### src/rtl/pipe_hazard_ctrl_if.sv
// pipe_hazard_ctrl_if: hazard-unit bundle of decode/execute/memory status inputs and pipeline control outputs.
interface pipe_hazard_ctrl_if;
  logic [2:0] id_Rm, id_Rn, id_Sm, id_Sn, ex_Rd, ex_Sd;
  logic id_srcR_valid, id_srcS_valid, ex_memRead, ex_R_regWrite, ex_S_regWrite;
  logic mem_branch_taken, mem_busy;
  logic pc_write, if_id_write, id_ex_write, ex_mem_write, mem_wb_write;
  logic if_id_flush, id_ex_flush, ex_mem_flush;
  logic [1:0] state;
  logic [15:0] stall_cnt;
  logic mem_timeout;
  modport master (
    output id_Rm, id_Rn, id_Sm, id_Sn, ex_Rd, ex_Sd, id_srcR_valid, id_srcS_valid,
           ex_memRead, ex_R_regWrite, ex_S_regWrite, mem_branch_taken, mem_busy,
    input  pc_write, if_id_write, id_ex_write, ex_mem_write, mem_wb_write,
           if_id_flush, id_ex_flush, ex_mem_flush, state, stall_cnt, mem_timeout
  );
  modport slave (
    input  id_Rm, id_Rn, id_Sm, id_Sn, ex_Rd, ex_Sd, id_srcR_valid, id_srcS_valid,
           ex_memRead, ex_R_regWrite, ex_S_regWrite, mem_branch_taken, mem_busy,
    output pc_write, if_id_write, id_ex_write, ex_mem_write, mem_wb_write,
           if_id_flush, id_ex_flush, ex_mem_flush, state, stall_cnt, mem_timeout
  );
endinterface

### src/rtl/pipe_hazard_ctrl.sv
// pipe_hazard_ctrl: load-use stall, branch flush and memory-wait freeze control for a 5-stage pipeline.
module pipe_hazard_ctrl #(
  parameter int BR_PENALTY = 1,
  parameter int TIMEOUT = 255
) (
  input logic clk,
  input logic reset,
  pipe_hazard_ctrl_if.slave bus
);
  localparam logic [1:0] RUN = 2'd0, BRFLUSH = 2'd1, MEMWAIT = 2'd2;
  localparam logic [3:0] BR_LD = BR_PENALTY[3:0];
  localparam logic [7:0] TO_LIM = TIMEOUT[7:0];
  logic [1:0] r_state;
  logic [3:0] r_br_cnt;
  logic [7:0] r_wait_cnt;
  logic [15:0] r_stall_cnt;
  logic r_timeout;
  logic w_hazard, w_frz, w_bf, w_br, w_hz;
  logic [1:0] w_state_nxt;
  logic [7:0] w_wait_nxt;
  assign w_hazard = bus.ex_memRead &&
    ((bus.ex_R_regWrite && bus.id_srcR_valid && (bus.ex_Rd == bus.id_Rm || bus.ex_Rd == bus.id_Rn)) ||
     (bus.ex_S_regWrite && bus.id_srcS_valid && (bus.ex_Sd == bus.id_Sm || bus.ex_Sd == bus.id_Sn)));
  assign w_frz = reset || bus.mem_busy;
  assign w_bf = r_state == BRFLUSH;
  // MEMWAIT without busy falls through to the RUN rules, so branches and hazards are not lost
  assign w_br = !w_bf && bus.mem_branch_taken;
  assign w_hz = !w_bf && !bus.mem_branch_taken && w_hazard;
  assign bus.pc_write = !w_frz && !w_hz;
  assign bus.if_id_write = !w_frz && !w_hz;
  assign bus.id_ex_write = !w_frz;
  assign bus.ex_mem_write = !w_frz;
  assign bus.mem_wb_write = !w_frz;
  assign bus.if_id_flush = !w_frz && (w_bf || w_br);
  assign bus.id_ex_flush = !w_frz && (w_br || w_hz);
  assign bus.ex_mem_flush = !w_frz && w_br;
  assign bus.state = r_state;
  assign bus.stall_cnt = r_stall_cnt;
  assign bus.mem_timeout = r_timeout;
  assign w_state_nxt = bus.mem_busy ? (w_bf ? BRFLUSH : MEMWAIT) :
                       w_bf ? (r_br_cnt <= 4'd1 ? RUN : BRFLUSH) :
                       w_br ? BRFLUSH : RUN;
  assign w_wait_nxt = !bus.mem_busy ? 8'd0 : r_wait_cnt == TO_LIM ? r_wait_cnt : r_wait_cnt + 8'd1;
  always_ff @(posedge clk or posedge reset) begin
    if (reset) begin
      r_state <= RUN;
      r_br_cnt <= 4'd0;
      r_wait_cnt <= 8'd0;
      r_stall_cnt <= 16'd0;
      r_timeout <= 1'b0;
    end else begin
      r_state <= w_state_nxt;
      r_br_cnt <= bus.mem_busy ? r_br_cnt : w_br ? BR_LD : w_bf ? r_br_cnt - 4'd1 : r_br_cnt;
      r_wait_cnt <= w_wait_nxt;
      if (bus.mem_busy && w_wait_nxt == TO_LIM) r_timeout <= 1'b1;
      if (!bus.pc_write && r_stall_cnt != 16'hFFFF) r_stall_cnt <= r_stall_cnt + 16'd1;
    end
  end
endmodule

### src/flat_wrapper.sv
// flat-port wrapper written by rule: the top's interface ports become plain ports
module pipe_hazard_ctrl_flat 
#(
  parameter int BR_PENALTY = 1,
  parameter int TIMEOUT = 255
)
  (clk, reset, bus_id_Rm, bus_id_Rn, bus_id_Sm, bus_id_Sn, bus_ex_Rd, bus_ex_Sd, bus_id_srcR_valid, bus_id_srcS_valid, bus_ex_memRead, bus_ex_R_regWrite, bus_ex_S_regWrite, bus_mem_branch_taken, bus_mem_busy, bus_pc_write, bus_if_id_write, bus_id_ex_write, bus_ex_mem_write, bus_mem_wb_write, bus_if_id_flush, bus_id_ex_flush, bus_ex_mem_flush, bus_state, bus_stall_cnt, bus_mem_timeout);
  pipe_hazard_ctrl_if bus_i ();
  input logic clk;
  input logic reset;
  input wire logic [$bits(bus_i.id_Rm)-1:0] bus_id_Rm;
  input wire logic [$bits(bus_i.id_Rn)-1:0] bus_id_Rn;
  input wire logic [$bits(bus_i.id_Sm)-1:0] bus_id_Sm;
  input wire logic [$bits(bus_i.id_Sn)-1:0] bus_id_Sn;
  input wire logic [$bits(bus_i.ex_Rd)-1:0] bus_ex_Rd;
  input wire logic [$bits(bus_i.ex_Sd)-1:0] bus_ex_Sd;
  input wire logic [$bits(bus_i.id_srcR_valid)-1:0] bus_id_srcR_valid;
  input wire logic [$bits(bus_i.id_srcS_valid)-1:0] bus_id_srcS_valid;
  input wire logic [$bits(bus_i.ex_memRead)-1:0] bus_ex_memRead;
  input wire logic [$bits(bus_i.ex_R_regWrite)-1:0] bus_ex_R_regWrite;
  input wire logic [$bits(bus_i.ex_S_regWrite)-1:0] bus_ex_S_regWrite;
  input wire logic [$bits(bus_i.mem_branch_taken)-1:0] bus_mem_branch_taken;
  input wire logic [$bits(bus_i.mem_busy)-1:0] bus_mem_busy;
  output wire logic [$bits(bus_i.pc_write)-1:0] bus_pc_write;
  output wire logic [$bits(bus_i.if_id_write)-1:0] bus_if_id_write;
  output wire logic [$bits(bus_i.id_ex_write)-1:0] bus_id_ex_write;
  output wire logic [$bits(bus_i.ex_mem_write)-1:0] bus_ex_mem_write;
  output wire logic [$bits(bus_i.mem_wb_write)-1:0] bus_mem_wb_write;
  output wire logic [$bits(bus_i.if_id_flush)-1:0] bus_if_id_flush;
  output wire logic [$bits(bus_i.id_ex_flush)-1:0] bus_id_ex_flush;
  output wire logic [$bits(bus_i.ex_mem_flush)-1:0] bus_ex_mem_flush;
  output wire logic [$bits(bus_i.state)-1:0] bus_state;
  output wire logic [$bits(bus_i.stall_cnt)-1:0] bus_stall_cnt;
  output wire logic [$bits(bus_i.mem_timeout)-1:0] bus_mem_timeout;
  assign bus_i.id_Rm = bus_id_Rm;
  assign bus_i.id_Rn = bus_id_Rn;
  assign bus_i.id_Sm = bus_id_Sm;
  assign bus_i.id_Sn = bus_id_Sn;
  assign bus_i.ex_Rd = bus_ex_Rd;
  assign bus_i.ex_Sd = bus_ex_Sd;
  assign bus_i.id_srcR_valid = bus_id_srcR_valid;
  assign bus_i.id_srcS_valid = bus_id_srcS_valid;
  assign bus_i.ex_memRead = bus_ex_memRead;
  assign bus_i.ex_R_regWrite = bus_ex_R_regWrite;
  assign bus_i.ex_S_regWrite = bus_ex_S_regWrite;
  assign bus_i.mem_branch_taken = bus_mem_branch_taken;
  assign bus_i.mem_busy = bus_mem_busy;
  assign bus_pc_write = bus_i.pc_write;
  assign bus_if_id_write = bus_i.if_id_write;
  assign bus_id_ex_write = bus_i.id_ex_write;
  assign bus_ex_mem_write = bus_i.ex_mem_write;
  assign bus_mem_wb_write = bus_i.mem_wb_write;
  assign bus_if_id_flush = bus_i.if_id_flush;
  assign bus_id_ex_flush = bus_i.id_ex_flush;
  assign bus_ex_mem_flush = bus_i.ex_mem_flush;
  assign bus_state = bus_i.state;
  assign bus_stall_cnt = bus_i.stall_cnt;
  assign bus_mem_timeout = bus_i.mem_timeout;
  pipe_hazard_ctrl #(.BR_PENALTY(BR_PENALTY), .TIMEOUT(TIMEOUT)) u_core (.clk(clk), .reset(reset), .bus(bus_i));
endmodule
### config.mk
export PLATFORM = sky130hd
export DESIGN_NAME = pipe_hazard_ctrl_flat
export DESIGN_NICKNAME = d
export VERILOG_FILES = /design/src/rtl/pipe_hazard_ctrl_if.sv /design/src/rtl/pipe_hazard_ctrl.sv /design/src/flat_wrapper.sv
export SDC_FILE = /design/constraint.sdc
export NUM_CORES = 1
export LEC_CHECK = 0
export CORE_MARGIN = 3
export CORE_UTILIZATION = 35
export DETAILED_ROUTE_END_ITERATION = 16
export SLEW_MARGIN = 15
export SYNTH_ARGS = -nofsm -noshare
export SYNTH_HDL_FRONTEND = slang
export SYNTH_SLANG_ARGS = --single-unit
### constraint.sdc
create_clock -name clk -period 6.5 [get_ports clk]
set_clock_uncertainty 0.15 [all_clocks]
set_input_delay 1.625 -clock clk [delete_from_list [all_inputs] [get_ports clk]]
set_output_delay 1.625 -clock clk [all_outputs]
set_load 0.02 [all_outputs]
==> flow_summary_export.csv <==
group,metric,value,unit
final_layout,area_growth,37.0,%
floorplanning,start_util,36.8,%
yosys,synth_area_leaders,"dfrtp_1 44%, xor2_1 9.0%, xnor2_1 4.5%",
yosys,syn_nets,218,
clock_tree,cts_tree,"done",
routing,avgRoutedWirePerCell,13.2,um
power,p_per_area,328,nW/um2
yosys,synthCells,187,
timing,max-slew-margin-rel,53.8,%
setup_path,worstReg2RegStart,"u_core.bus.state[1]",
yosys,synth_seq_cells,31,
power,cellLeakagePower,0.000995,uW
clock_tree,cts_buffers,5,
clock_tree,clockBufferDepth,2,
routing,vias_per_cell,4.76,
routing,drt_iter0_drc,46,
power,ir_drop,0.224,mV
setup_path,r2r_slack,4220,ps
timing,fmax,184,MHz
routing,wl,4070,um
final_layout,num-fill-cells,442,
placement,place_congestion,0.734,
timing,tightestPinTransition,693,ps
routing,ant_nets,0,
global_route,grt_overflow,0,
yosys,synth_edf_count,0,
clock_tree,holdBufCountCts,0,
yosys,syn_area,1760,um2
floorplanning,core,4790,um2
clock_tree,cts_root_buf,"clkbuf_8",
yosys,syn_avg_cell_area,9.41,um2
yosys,dominantRegCellSynth,"dfrtp_1",
yosys,yosysTopAreaCellShare,44.1,%
final_layout,layout.nets,271,
min_path,hold-path-endpoint,"u_core.bus.mem_timeout",
timing,final.setup.tns,0,ps
floorplanning,die_w,76.9,um
yosys,yosys_warnings,0,
timing,slew_viol_final,0,
yosys,synth.most_common_cell,"dfrtp_1",
floorplanning,ios,54,
setup_path,r2r_end,"u_core.bus.stall_cnt[1]",
timing,rsz0062_at_grt,"false",
flow_run,cap_violations,0,
global_route,grt_max_degree,32,
timing,setup_viol,0,
timing,finalCritPeriodShare,83.4,%
setup_path,cp_max_fo,4,
floorplanning,dieArea,5920,um2
min_path,hold_class,"reg2reg",
yosys,ys_async_sr_fraction,100,%
clock_tree,insertion_delay,280,ps
setup_path,setup.worst_path.class,"in2out",
setup_path,reg2reg_depth,6,
setup_path,crit_required,4720,ps
clock_tree,clk_pin_slew_worst_paths,60,ps
clock_tree,ctsResizeCount,0,
run_status,outcome,"finished, final reports clean",
min_path,worstHoldStart,"u_core.bus.mem_timeout",
setup_path,worstSetupEndpointType,"output pin",
setup_path,start_kind,"primary input",
global_route,grt_pass1_vias,1492,
yosys,synth_top_area_cell,"dfrtp_1",
clock_tree,ctsHtreeMaxLevel,2,
global_route,track_usage,14.7,%
yosys,yosysUniqueCellTypes,39,
clock_tree,cts_sinks,31,
placement,hpwl,3020,um
final_layout,antenna_cells,0,
timing,finalCriticalPeriod,5420,ps
routing,drc,0,
floorplanning,fp.dieH,76.9,um
routing,firstDrtPassIters,4,
yosys,synth_common_cells,"31 x dfrtp_1, 19 x nand2_1, 18 x xor2_1",
global_route,grt_pass1_wl,6950,um
yosys,synth-seq-area-share,44.1,%
placement,portBuffers,53,
floorplanning,row_count,25,
final_layout,drive_above_1_share,6.64,%
global_route,antenna_found_initial,0,
clock_tree,cts_setup_buffers,0,
power,finalPower,792,uW
setup_path,critPathArrivalTime,3650,ps
min_path,whs_path_depth,1,
timing,hold_viol,0,
routing,vias,1467,
-- report_power, final --
group	total [uW]	internal (uW)	switching, uW
logic	325	159	167
clock network	147	75.0	71.9
registers	319	251	68.9
-- cell usage in the layout, fill, tap and decap left out, types with 2 or more instances in the layout --
cell              n
clkdlybuf4s50_1  53
dfrtp_1          31
nand2_1          19
xor2_1           18
nor2_1           16
inv_1             9
nand3_1           9
o21ai_0           9
nor3_1            9
xnor2_1           9
nor4_1            7
nand4_1           6
clkbuf_8          5
a21oi_1           4
ha_1              4
and3_1            3
a31oi_1           3
nor2b_1           2
mux2_2            2
nor3_2            2
clkbuf_1          2
-- final cells by class --
cell class	instances	area [um2]	area share (%)
Multi-Input combinational cell	139	900	37.3
Clock inverter	1	5.00	0.207
Tap cell	67	83.8	3.48
Sequential cell	31	776	32.2
Inverter	9	33.8	1.40
Clock buffer	7	76.3	3.16
Timing Repair Buffer	54	538	22.3
-- registers in the layout, summed over array words and instances (netlist names) --
signal	flops
u_core.bus.stall_cnt	16
u_core.bus.state	2
u_core.r_br_cnt	4
u_core.r_wait_cnt	8
u_core.bus.mem_timeout	1
-- logic make-up after synthesis --
kind of cell             Yosys count  share of synthesized area [%]
AND/OR/NAND/NOR                   81                           23.2
flip-flops                        31                           44.1
XOR/XNOR                          27                           13.4
AO/OA/AOI/OAI                     24                           9.74
buffers and inverters             17                           4.83
adder cells (fa/ha/maj)            4                           2.84
multiplexers                       3                           1.85
-- worst max-delay path: stages --
cell and delay (ps):
clkdlybuf4s50_1 510, xor2_1 170, nor4_1 70, nor2_1 230
a31oi_4 130, nor2_1 230, clkdlybuf4s50_1 670
-- how the worst max path moves through the flow --
stage                      start              end  slack (ps)  cells after the start
finish              bus_ex_Rd[2]     bus_pc_write        1080                      7
global route        bus_ex_Rd[1]  bus_if_id_write         890                      7
CTS                 bus_ex_Rd[0]     bus_pc_write        1040                      7
detailed placement  bus_ex_Rd[0]     bus_pc_write        1050                      7
global placement    bus_ex_Rd[2]     bus_pc_write        1060                      7
floorplan                  reset     bus_pc_write        1520                      4
-- stage by stage --
stage	hold slack, ps	cells	setup WS [ps]	util [%]	cell area [um2]
6_report	326	308	1080	50.4	2410
5_1_grt	362	308	886	50.4	2410
4_1_cts	333	308	1040	50.4	2410
3_5_place_dp	318	300	1050	48.7	2330
3_3_place_gp	316	300	1060	48.7	2330
2_1_floorplan	312	187	1520	-	1760
-- layer usage --
| metal | track usage (%) | vias to the layer above | share of wire (%) |
|---|---|---|---|
| met4 | 5.07 | 0 | 1.4 |
| met2 | 22.6 | 35 | 46 |
| li1 | - | 749 | - |
| met3 | 5.63 | 6 | 5.6 |
| met5 | 0 | - | 0 |
| met1 | 18.8 | 677 | 47 |
Power figures use the tool's default switching activity.
